$ cat src/rtl/router_pkg.sv
// Shared definitions for the router output-port sink: header fields, limits, FSM states.
package router_pkg;

    localparam int LEN_MSB  = 7;
    localparam int LEN_LSB  = 2;
    localparam int ADDR_MSB = 1;
    localparam int MAX_LEN  = 63;

    // Router drops its FIFO contents after this many cycles without a read.
    localparam int SOFT_RST_CYCLES = 30;

    typedef enum logic [2:0] {
        ST_IDLE,
        ST_HDR,
        ST_PAY,
        ST_PAR,
        ST_DONE
    } sink_state_t;

    typedef struct packed {
        logic [7:0] dat;
        logic       last;
    } sink_beat_t;

endpackage

$ cat src/rtl/router_sink_buf.sv
// 2-entry synchronous FIFO of forwarded bytes with flush and occupancy count.
// Latency: a push is visible at head the cycle after it is written.
// Backpressure: none internally; the caller never pushes into a full buffer.
module router_sink_buf
    import router_pkg::*;
(
    input  logic        clock,
    input  logic        resetn,
    input  logic        flush,
    input  logic        push,
    input  sink_beat_t  push_dat,
    input  logic        pop,
    output sink_beat_t  head,
    output logic [1:0]  count
);

    sink_beat_t mem [2];
    logic       wr_ptr;
    logic       rd_ptr;

    always_ff @(posedge clock or negedge resetn) begin
        if (!resetn) begin
            mem[0] <= '0;
            mem[1] <= '0;
            wr_ptr <= 1'b0;
            rd_ptr <= 1'b0;
            count  <= 2'd0;
        end else if (flush) begin
            wr_ptr <= 1'b0;
            rd_ptr <= 1'b0;
            count  <= 2'd0;
        end else begin
            if (push) begin
                mem[wr_ptr] <= push_dat;
                wr_ptr      <= ~wr_ptr;
            end
            if (pop) begin
                rd_ptr <= ~rd_ptr;
            end
            count <= count + {1'b0, push} - {1'b0, pop};
        end
    end

    assign head = mem[rd_ptr];

endmodule

$ cat src/rtl/router_pkt_sink.sv
// Drains one router output FIFO, checks header address/parity, forwards header+payload bytes.
// Latency: s_valid 2 cycles after the header read_enb; 1 byte/cycle sustained with s_ready high.
// Backpressure: reads stop while buffered + in-flight bytes would overflow; parity read bypasses.
module router_pkt_sink
    import router_pkg::*;
#(
    parameter logic [1:0] PORT_ID = 2'd0,
    parameter int         TIMEOUT = 64
) (
    input  logic       clock,
    input  logic       resetn,
    input  logic       valid_out,
    input  logic [7:0] data_out,
    output logic       read_enb,
    output logic [7:0] s_data,
    output logic       s_valid,
    output logic       s_last,
    input  logic       s_ready,
    output logic       pkt_done,
    output logic [5:0] pkt_len,
    output logic       parity_err,
    output logic       addr_err,
    output logic       pkt_abort
);

    sink_state_t state, state_nxt;

    logic       rd_q;
    logic [6:0] req_cnt;
    logic [6:0] need;
    logic [5:0] len_q;
    logic [5:0] pay_cnt;
    logic [1:0] addr_q;
    logic [7:0] par_acc;
    logic [7:0] tmo_cnt;
    logic       active;
    logic       rd_is_par;
    logic       buf_free;
    logic       tmo_run;
    logic       timeout_hit;
    logic       cap_hdr, cap_pay, cap_par, cap_pay_last;
    logic [5:0] hdr_len;
    logic       beat_vld;
    sink_beat_t cap_beat;
    sink_beat_t out_q;
    logic       out_vld;
    logic       load_out;
    logic       buf_push, buf_pop;
    sink_beat_t buf_head;
    logic [1:0] buf_cnt;

    assign active  = (state == ST_HDR) || (state == ST_PAY) || (state == ST_PAR);
    assign hdr_len = data_out[LEN_MSB:LEN_LSB];

    // In HDR the byte after the header is always present, so it is requested before the length is known.
    assign need      = (state == ST_HDR) ? 7'd2 : ({1'b0, len_q} + 7'd2);
    assign rd_is_par = (state != ST_HDR) && (req_cnt == ({1'b0, len_q} + 7'd1));
    // The output register is a third slot, so the 2-entry buffer only has to absorb in-flight bytes.
    assign buf_free  = ({1'b0, buf_cnt} + {2'b00, rd_q}) < 3'd2;
    assign read_enb  = valid_out && active && (req_cnt < need) && (buf_free || rd_is_par);

    assign tmo_run     = active && !valid_out && !rd_q;
    assign timeout_hit = tmo_run && (tmo_cnt == 8'(TIMEOUT - 1));

    assign cap_hdr      = rd_q && (state == ST_HDR);
    assign cap_pay      = rd_q && (state == ST_PAY);
    assign cap_par      = rd_q && (state == ST_PAR);
    assign cap_pay_last = cap_pay && ((pay_cnt + 6'd1) == len_q);

    assign beat_vld      = cap_hdr || cap_pay;
    assign cap_beat.dat  = data_out;
    assign cap_beat.last = cap_hdr ? (hdr_len == 6'd0) : cap_pay_last;

    assign load_out = !out_vld || s_ready;
    assign buf_pop  = load_out && (buf_cnt != 2'd0);
    assign buf_push = beat_vld && !(load_out && (buf_cnt == 2'd0));

    router_sink_buf u_buf (
        .clock    (clock),
        .resetn   (resetn),
        .flush    (timeout_hit),
        .push     (buf_push),
        .push_dat (cap_beat),
        .pop      (buf_pop),
        .head     (buf_head),
        .count    (buf_cnt)
    );

    always_comb begin
        state_nxt = state;
        case (state)
            ST_IDLE: if (valid_out) state_nxt = ST_HDR;
            ST_HDR: begin
                if (timeout_hit)  state_nxt = ST_IDLE;
                else if (cap_hdr) state_nxt = (hdr_len != 6'd0) ? ST_PAY : ST_PAR;
            end
            ST_PAY: begin
                if (timeout_hit)       state_nxt = ST_IDLE;
                else if (cap_pay_last) state_nxt = ST_PAR;
            end
            ST_PAR: begin
                if (timeout_hit)  state_nxt = ST_IDLE;
                else if (cap_par) state_nxt = ST_DONE;
            end
            ST_DONE: state_nxt = ST_IDLE;
            default: state_nxt = ST_IDLE;
        endcase
    end

    always_ff @(posedge clock or negedge resetn) begin
        if (!resetn) begin
            state      <= ST_IDLE;
            rd_q       <= 1'b0;
            req_cnt    <= 7'd0;
            len_q      <= 6'd0;
            pay_cnt    <= 6'd0;
            addr_q     <= 2'd0;
            par_acc    <= 8'd0;
            tmo_cnt    <= 8'd0;
            out_q      <= '0;
            out_vld    <= 1'b0;
            pkt_len    <= 6'd0;
            parity_err <= 1'b0;
            addr_err   <= 1'b0;
            pkt_abort  <= 1'b0;
        end else begin
            state     <= state_nxt;
            rd_q      <= read_enb;
            pkt_abort <= timeout_hit;

            if (state == ST_IDLE) begin
                req_cnt <= 7'd0;
                pay_cnt <= 6'd0;
                len_q   <= 6'd0;
            end else begin
                if (read_enb) req_cnt <= req_cnt + 7'd1;
                if (cap_pay)  pay_cnt <= pay_cnt + 6'd1;
                if (cap_hdr)  len_q   <= hdr_len;
            end

            if (cap_hdr) begin
                addr_q  <= data_out[ADDR_MSB:0];
                par_acc <= data_out;
            end else if (cap_pay) begin
                par_acc <= par_acc ^ data_out;
            end

            if (!active || read_enb) tmo_cnt <= 8'd0;
            else if (tmo_run)        tmo_cnt <= tmo_cnt + 8'd1;

            if (cap_par) begin
                pkt_len    <= len_q;
                parity_err <= (par_acc != data_out);
                addr_err   <= (addr_q != PORT_ID);
            end else if (timeout_hit) begin
                pkt_len <= len_q;
            end

            if (timeout_hit) begin
                out_vld <= 1'b0;
            end else if (load_out) begin
                if (buf_cnt != 2'd0) begin
                    out_q   <= buf_head;
                    out_vld <= 1'b1;
                end else if (beat_vld) begin
                    out_q   <= cap_beat;
                    out_vld <= 1'b1;
                end else begin
                    out_vld <= 1'b0;
                end
            end
        end
    end

    assign s_data   = out_q.dat;
    assign s_valid  = out_vld;
    assign s_last   = out_vld && out_q.last;
    assign pkt_done = (state == ST_DONE);

endmodule

$ cat config.mk
export PLATFORM = sky130hd
export DESIGN_NAME = router_pkt_sink
export DESIGN_NICKNAME = d
export VERILOG_FILES = /design/src/rtl/router_pkg.sv /design/src/rtl/router_sink_buf.sv /design/src/rtl/router_pkt_sink.sv
export SDC_FILE = /design/constraint.sdc
export NUM_CORES = 1
export LEC_CHECK = 0
export BUFFER_PORTS_ARGS = -buffer_cell sky130_fd_sc_hd__buf_2
export CAP_MARGIN = 20
export CORE_MARGIN = 3
export CORE_UTILIZATION = 42
export DETAILED_ROUTE_END_ITERATION = 10
export GPL_TIMING_DRIVEN = 1
export SYNTH_ARGS = -nofsm -noshare
export SYNTH_HDL_FRONTEND = slang
export SYNTH_SLANG_ARGS = --single-unit
$ cat constraint.sdc
create_clock -name clock -period 3.95 [get_ports clock]
set_input_delay 0.395 -clock clock [delete_from_list [all_inputs] [get_ports clock]]
set_output_delay 0.395 -clock clock [all_outputs]
set_load 0.05 [all_outputs]
==> results of run 1 <==
state kept, by name, indices dropped and copies added (netlist names):
name	flops
addr_err	1
addr_q	2
len_q	6
out_q	1
par_acc	8
parity_err	1
pay_cnt	6
pkt_abort	1
pkt_len	6
rd_q	1
req_cnt	7
s_data	8
s_valid	1
state	3
tmo_cnt	8
u_buf.count	2
u_buf.mem	18
u_buf.rd_ptr	1
u_buf.wr_ptr	1
cell families after synthesis:
group / after synthesis
compound gates: 88
xor+xnor: 40
fa+ha+maj: 13
buf+inv: 44
flops: 82
mux: 41
simple gates: 139
path summary, 6_finish.rpt:
path / start / endpoint / slack (ns) / cells past startpoint
setup / recovery: state[1]$_DFFE_PN0P_ / read_enb / 0.30 / 9
hold / removal: data_out[0] / par_acc[0]$_DFFE_PN0P_ / 0.36 / 3
setup reg to reg: state[1]$_DFFE_PN0P_ / tmo_cnt[6]$_DFFE_PN0P_ / 0.76 / 9
hold reg to reg: s_data[7]$_DFFE_PN0P_ / s_data[7]$_DFFE_PN0P_ / 0.48 / 2
max in group asynchronous: resetn / par_acc[6]$_DFFE_PN0P_ / 2.96 / 3
min in group asynchronous: resetn / req_cnt[4]$_DFFE_PN0P_ / 0.40 / 2
layout make-up:
| cell class | count | area, um^2 | area share |
|---|---|---|---|
| Clock inverter | 4 | 56.3 | 0.0115 |
| Timing Repair Buffer | 39 | 238 | 0.0485 |
| Clock buffer | 12 | 155 | 0.0316 |
| Sequential cell | 82 | 2050 | 0.418 |
| Tap cell | 136 | 170 | 0.0347 |
| Inverter | 7 | 26.3 | 0.00536 |
| Multi-Input combinational cell | 321 | 2210 | 0.450 |
layout by cell type, fill, tap and decap left out, drive strengths merged, types with 4 or more instances in the layout:
| master | instances |
|---|---|
| xnor2 | 26 |
| o21ai | 33 |
| buf | 38 |
| nand4 | 6 |
| nand2 | 36 |
| nor3 | 8 |
| o211ai | 4 |
| a21oi | 31 |
| nor2 | 39 |
| mux2 | 24 |
| dfrtp | 82 |
| ha | 13 |
| nand3 | 21 |
| and3 | 4 |
| xor2 | 14 |
| or4 | 6 |
| clkbuf | 12 |
| o31ai | 5 |
| mux2i | 17 |
| inv | 9 |
metrics by stage:
step,std cells,power (W)
2_1_floorplan,447,0.00269
3_3_place_gp,583,0.00292
3_5_place_dp,583,0.00296
4_1_cts,599,0.00363
5_1_grt,601,0.00389
6_report,601,0.00360
synth_stat cells (4+ instances only):
cell	number
and3_1	4
buf_4	9
o31ai_1	5
clkbuf_1	18
mux2i_1	17
or4_1	6
mux2_2	24
xnor2_1	26
o211ai_1	4
nor2_1	39
buf_2	5
ha_1	13
a21oi_1	31
dfrtp_1	82
nand4_1	6
nand3_1	20
xor2_1	14
o21ai_0	31
nor3_1	8
inv_1	7
nand2_1	36
tightest hold or removal path: stages:
cell and delay, ns:
buf_2 0.15, nand2b_1 0.08, o21ai_0 0.07
layer usage:
layer  part of all wire  wire length, um  up-vias
met5                  0                0        -
met4              0.011              100        0
met3              0.036              335        7
met2               0.47             4360       48
met1               0.48             4480     1561
li1                   -                -     1588
repair_timing:
item / 4_1_cts / 5_1_grt
gates resized for setup: 0 / 2
hold endpoints to repair: 0 / 8
hold buffers: 0 / 1
setup endpoints to repair: 0 / 1
power groups by stage:
| stage | combinational (W) | sequential, W | clock [W] |
|---|---|---|---|
| floorplan | 0.00129 | 0.00140 | 0 |
| global placement | 0.00151 | 0.00141 | 0 |
| detailed placement | 0.00154 | 0.00142 | 0 |
| CTS | 0.00154 | 0.00141 | 0.000680 |
| global route | 0.00172 | 0.00146 | 0.000717 |
| finish | 0.00154 | 0.00140 | 0.000660 |
==> results.py, run 1 <==
metrics = {
    "status": {
        "run_status": "completed",
    },
    "grt": {
        "grt_pass1_vias": 3134,
        "grt_first_pass_wirelength_um": 15700,
        "use_met2": 0.263,
        "overflow": 0,
        "grtUsageMet3": 0.0294,
        "met1_usage": 0.237,
        "grt_max_degree": 83,
        "grt_antenna_before_repair": 0,
        "grt_busiest_layer": "met2",
        "grtUsageTotal": 0.170,
    },
    "timing": {
        "holdWs_ns": 0.364,
        "skew_ns": 0.0166,
        "post-route-period-util": 0.925,
        "drv_slew": 0,
        "rsz0062_at_grt": "false",
        "relSlewSlack": 0.334,
        "setup_tns_ns": 0,
        "fin_crit_ns": 3.65,
        "hold_viol_final": 0,
        "worst_pin_slew_ns": 0.996,
        "setup_violations": 0,
        "fin_ws_ns": 0.297,
        "fmax_mhz": 274,
    },
    "drt": {
        "post_drt_wl_per_cell_um": 15.4,
        "vias_per_cell": 5.33,
        "dr.pass1.iters": 4,
        "wl_um": 9280,
        "drt-initial-drc-count": 179,
        "vias": 3204,
        "ant_nets": 0,
        "drc": 0,
    },
    "finish": {
        "stdcell_area_um2": 4900,
        "finalNetCount": 485,
        "syn_to_final_growth_pct": 8.74,
        "fin_util": 0.473,
        "drive_gt1_frac": 0.191,
        "num_antenna_cells": 0,
        "fillers": 1007,
    },
    "yosys": {
        "yosysWarnings": 0,
        "synth_cells": 447,
        "synth-seq-area-share": 0.455,
        "synth-simple-area-share": 0.151,
        "async_flop_share": 1.00,
        "synth_area_um2": 4510,
        "synth_top_area_frac": 0.455,
        "synth_edf_count": 0,
        "synth_area_leaders": "dfrtp_1 (46%), mux2_2 (6.0%), xnor2_1 (5.0%)",
        "synth_top_family_by_area": "simple AND/OR/NAND/NOR gates",
        "ys_types": 52,
        "yosys-mux-area-fraction": 0.0977,
        "syn-num-nets": 472,
        "synth_compound_area_frac": 0.126,
        "synth-seq-cells": 82,
        "synth-main-ff-cell": "dfrtp_1",
        "yosys.area_share.adder": 0.0361,
        "synth-xor-area-share": 0.0777,
        "yosysTopAreaCell": "dfrtp_1",
        "syn_area_per_cell_um2": 10.1,
    },
    "floorplanning": {
        "dieArea_um2": 12000,
        "start_util": 0.435,
        "num_rows": 37,
        "io_pins": 33,
        "die_w_um": 110,
        "die_y_um": 110,
        "core-area_um2": 10400,
    },
    "worst_setup_path": {
        "end_kind": "output pin",
        "cp_slowest_cell": "dfrtp_1",
        "critical_path_arrival_ns": 3.26,
        "cp_top_family": "simple AND/OR/NAND/NOR gates",
        "crit_chain": "or3b_4 > and2_2 > ha_1 > o21ai_0 > a31oi_4 > a2111oi_4 > o21ai_2 > nor2_2 > buf_2",
        "cp_slowest_stage_delay_ns": 0.50,
        "critPathKind": "reg -> out",
        "cp_num_buf_inv": 1,
        "worstPathRequired_ns": 3.56,
        "crit_fanout": 13,
        "cp-start-kind": "register",
    },
    "power_and_ir_drop": {
        "p_leak_nw": 2.24,
        "switchingPower_w": 0.00155,
        "power.density_nw_per_um2": 735,
        "internal_power_w": 0.00206,
        "power_frac_comb": 0.427,
        "irDropWorstVdd_uv": 433,
        "seq_power_share": 0.390,
        "p_sw_frac": 0.429,
        "pwr-share-clk": 0.183,
    },
    "clock_tree": {
        "ctsLongestPathBuffers": 2,
        "cts.htree.levels": 3,
        "root_buffer": "clkbuf_8",
        "cts_buffers": 9,
        "clk_pin_slew_ns": 0.09,
        "clock-sinks": 82,
        "clock_latency_ns": 0.36,
        "cts_tree": "done",
        "cts_setup_buffers": 0,
    },
    "flow_run": {
        "maxCapViolCount": 0,
    },
    "placed_design": {
        "portBuffers": 32,
        "hpwl_um": 6440,
        "dp_slack_ns": 0.530,
        "place.gp.congestion": 0.814,
        "placed_cell_area_um2": 4650,
    },
    "worst_hold_path": {
        "hold_path.class": "in -> reg",
    },
}
No activity file was read; power rests on OpenSTA's default activity.
==> run 2: changes to the inputs <==
--- a/config.mk
+++ b/config.mk
@@ -5,10 +5,11 @@
 export SDC_FILE = /design/constraint.sdc
 export NUM_CORES = 1
 export LEC_CHECK = 0
+export ABC_AREA = 1
 export BUFFER_PORTS_ARGS = -buffer_cell sky130_fd_sc_hd__buf_2
 export CAP_MARGIN = 20
 export CORE_MARGIN = 3
-export CORE_UTILIZATION = 42
+export CORE_UTILIZATION = 35
 export DETAILED_ROUTE_END_ITERATION = 10
 export GPL_TIMING_DRIVEN = 1
 export SYNTH_ARGS = -nofsm -noshare
==> run 2 against run 1 <==
- the flow now finishes with violations (hold timing)
- flip-flop and latch count unchanged
- maximum frequency up 8.0%
- register-to-register slack better by 0.55 ns
- global-route usage down 1.7 points
- largest power group unchanged
- highest routed layer unchanged
==> results.py, run 2 <==
metrics = {
    "status": {
        "run_status": "finished with violations",
        "violations": "hold timing",
    },
    "floorplanning": {
        "num_rows": 41,
        "io_pins": 33,
        "dieArea_um2": 14500,
        "die_y_um": 120,
        "core-area_um2": 12700,
        "start_util": 0.361,
        "die_w_um": 120,
    },
    "drt": {
        "dr.pass1.iters": 5,
        "drc": 0,
        "ant_nets": 0,
        "vias_per_cell": 4.88,
        "wl_um": 10700,
        "post_drt_wl_per_cell_um": 13.6,
        "vias": 3815,
        "drt-initial-drc-count": 265,
    },
    "timing": {
        "post-route-period-util": 0.857,
        "drv_slew": 0,
        "holdWs_ns": -0.0289,
        "fmax_mhz": 296,
        "setup_violations": 0,
        "relSlewSlack": 0.580,
        "rsz0062_at_grt": "false",
        "fin_ws_ns": 0.567,
        "hold_viol_final": 28,
        "skew_ns": 0.00757,
        "setup_tns_ns": 0,
        "worst_pin_slew_ns": 0.629,
        "fin_crit_ns": 3.38,
    },
    "clock_tree": {
        "cts_setup_buffers": 0,
        "cts_resized": 0,
        "cts.htree.levels": 3,
        "cts_buffers": 9,
        "clock_latency_ns": 0.34,
        "root_buffer": "clkbuf_16",
        "cts_tree": "done",
        "ctsLongestPathBuffers": 2,
        "clock-sinks": 82,
        "clk_pin_slew_ns": 0.07,
        "hold_buffers": 0,
    },
    "worst_setup_path": {
        "cp-start-kind": "register",
        "crit_chain": "nor3_4 > inv_1 > nand2_1 > inv_1 > nand2_1 > ha_1 > nand2_1 > nor2_1 > a211oi_1 > nand2_1 > nor2_2 > nand2_2 > inv_2 > buf_2",
        "r2r-end": "tmo_cnt[1]$_DFFE_PN0P_",
        "cp_slowest_stage_delay_ns": 0.46,
        "startpoint": "state[2]$_DFFE_PN0P_",
        "critical_path_arrival_ns": 2.99,
        "cp_slowest_cell": "dfrtp_1",
        "end_kind": "output pin",
        "r2r_cells": 14,
        "path_common_cell": "nand2_1",
        "worst-r2r-setup-slack_ns": 1.31,
        "critPathKind": "reg -> out",
        "crit_fanout": 9,
        "r2r_start": "state[2]$_DFFE_PN0P_",
        "worstPathRequired_ns": 3.56,
    },
    "grt": {
        "grt_first_pass_wirelength_um": 17800,
        "grt_pass1_vias": 3543,
        "grt_antenna_before_repair": 0,
        "grtUsageTotal": 0.153,
        "grt_max_degree": 83,
        "overflow": 0,
    },
    "yosys": {
        "ys_types": 40,
        "synth_edf_count": 0,
        "syn_area_per_cell_um2": 7.89,
        "synth_cells": 579,
        "synth_top_area_frac": 0.449,
        "synth-main-ff-cell": "dfrtp_1",
        "yosysTopAreaCell": "dfrtp_1",
        "async_flop_share": 1.00,
        "yosysWarnings": 0,
        "synth-seq-cells": 82,
        "synth_common_cells": "nand2_1 (174), dfrtp_1 (82), inv_1 (53)",
        "synthMostInstantiatedCell": "nand2_1",
        "syn-num-nets": 604,
        "synth_area_um2": 4570,
        "synth-seq-area-share": 0.449,
        "synth_area_leaders": "dfrtp_1 (45%), nand2_1 (14%), nand3_1 (5.3%)",
    },
    "finish": {
        "finalNetCount": 630,
        "top_register": "u_buf.mem",
        "finalNonFillerCells": 782,
        "fin_util": 0.407,
        "num_antenna_cells": 0,
        "syn_to_final_growth_pct": 13.0,
        "final_common_cell": "nand2_1",
        "largest_register_ffs": 18,
        "fillers": 1270,
        "final_cell_mix": "nand2_1 (174), dfrtp_1 (82), inv_1 (53), nand3_1 (48), o21ai_0 (48)",
        "drive_gt1_frac": 0.121,
    },
    "flow_run": {
        "maxCapViolCount": 0,
    },
    "placed_design": {
        "place.gp.congestion": 0.865,
        "portBuffers": 32,
        "dp_slack_ns": 0.932,
        "hpwl_um": 7740,
        "dp.cells": 765,
    },
    "power_and_ir_drop": {
        "power.density_nw_per_um2": 766,
        "irDropWorstVdd_uv": 204,
        "p_leak_nw": 2.60,
    },
    "worst_hold_path": {
        "hold_path.class": "in -> async",
    },
}
-- run 2: cell count changes after synthesis, sizes merged, moves of 13 or more --
cell | previous run | this run
mux2i | 17 | 0
clkbuf | 18 | 5
inv | 7 | 59
nand2 | 36 | 182
o21ai | 33 | 55
a21oi | 31 | 5
mux2 | 24 | 0
nand3 | 21 | 49
xnor2 | 26 | 5
-- run 2: where the power goes --
part           switching, W  internal [W]
registers          0.000250       0.00114
logic               0.00118      0.000506
clock network      0.000374      0.000500
-- run 2: worst max-delay path by stage --
stage | end | cells past startpoint | slack (ns)
finish | read_enb | 14 | 0.57
global route | read_enb | 14 | 0.29
CTS | read_enb | 14 | 0.56
detailed placement | read_enb | 14 | 0.93
global placement | read_enb | 12 | 1.05
floorplan | read_enb | 13 | 1.37
-- run 2: cells by family (layout without fill, tap and decap cells) --
kind of cell / count (synthesis) / in the layout / share of synthesized area
AOI/OAI and AO/OA: 74 / 74 / 0.0915
xor gates and xnor gates: 27 / 27 / 0.0518
adders and majority gates: 13 / 13 / 0.0356
buffers and inverters: 79 / 110 / 0.0781
DFF: 82 / 82 / 0.449
and+or+nand+nor: 304 / 304 / 0.294
-- run 2: cell type report --
| type | instances | area [um^2] | share of cell area |
|---|---|---|---|
| sequential | 82 | 2050 | 0.397 |
| tap | 172 | 215 | 0.0417 |
| inverter | 60 | 230 | 0.0446 |
| clock inverter | 7 | 82.6 | 0.0160 |
| timing repair buffer | 34 | 198 | 0.0383 |
| clock buffer | 9 | 225 | 0.0436 |
| multi-input combinational | 418 | 2160 | 0.418 |
-- run 2: routing by layer --
metal  vias up  global-route usage  share of wire
li1       1928                   -              -
met1      1797               0.221           0.50
met2        74               0.230           0.44
met3        16              0.0206          0.037
met4         0              0.0680          0.022
met5         -                   0              0
-- run 2: worst max-delay path: cells and delay by family, from the launching register on --
kind / cells / cell delay, ns
simple gates: 8 / 1.20
compound gates: 1 / 0.17
fa+ha+maj: 1 / 0.24
flops: 1 / 0.46
buf+inv: 4 / 0.59
-- run 2: per-stage QoR --
stage	instance area (um^2)	total power, W
after detailed placement	4830	0.00309
after CTS	5130	0.00397
final	5160	0.00395
after global routing	5160	0.00426
after global placement	4830	0.00304
after floorplan	4570	0.00275
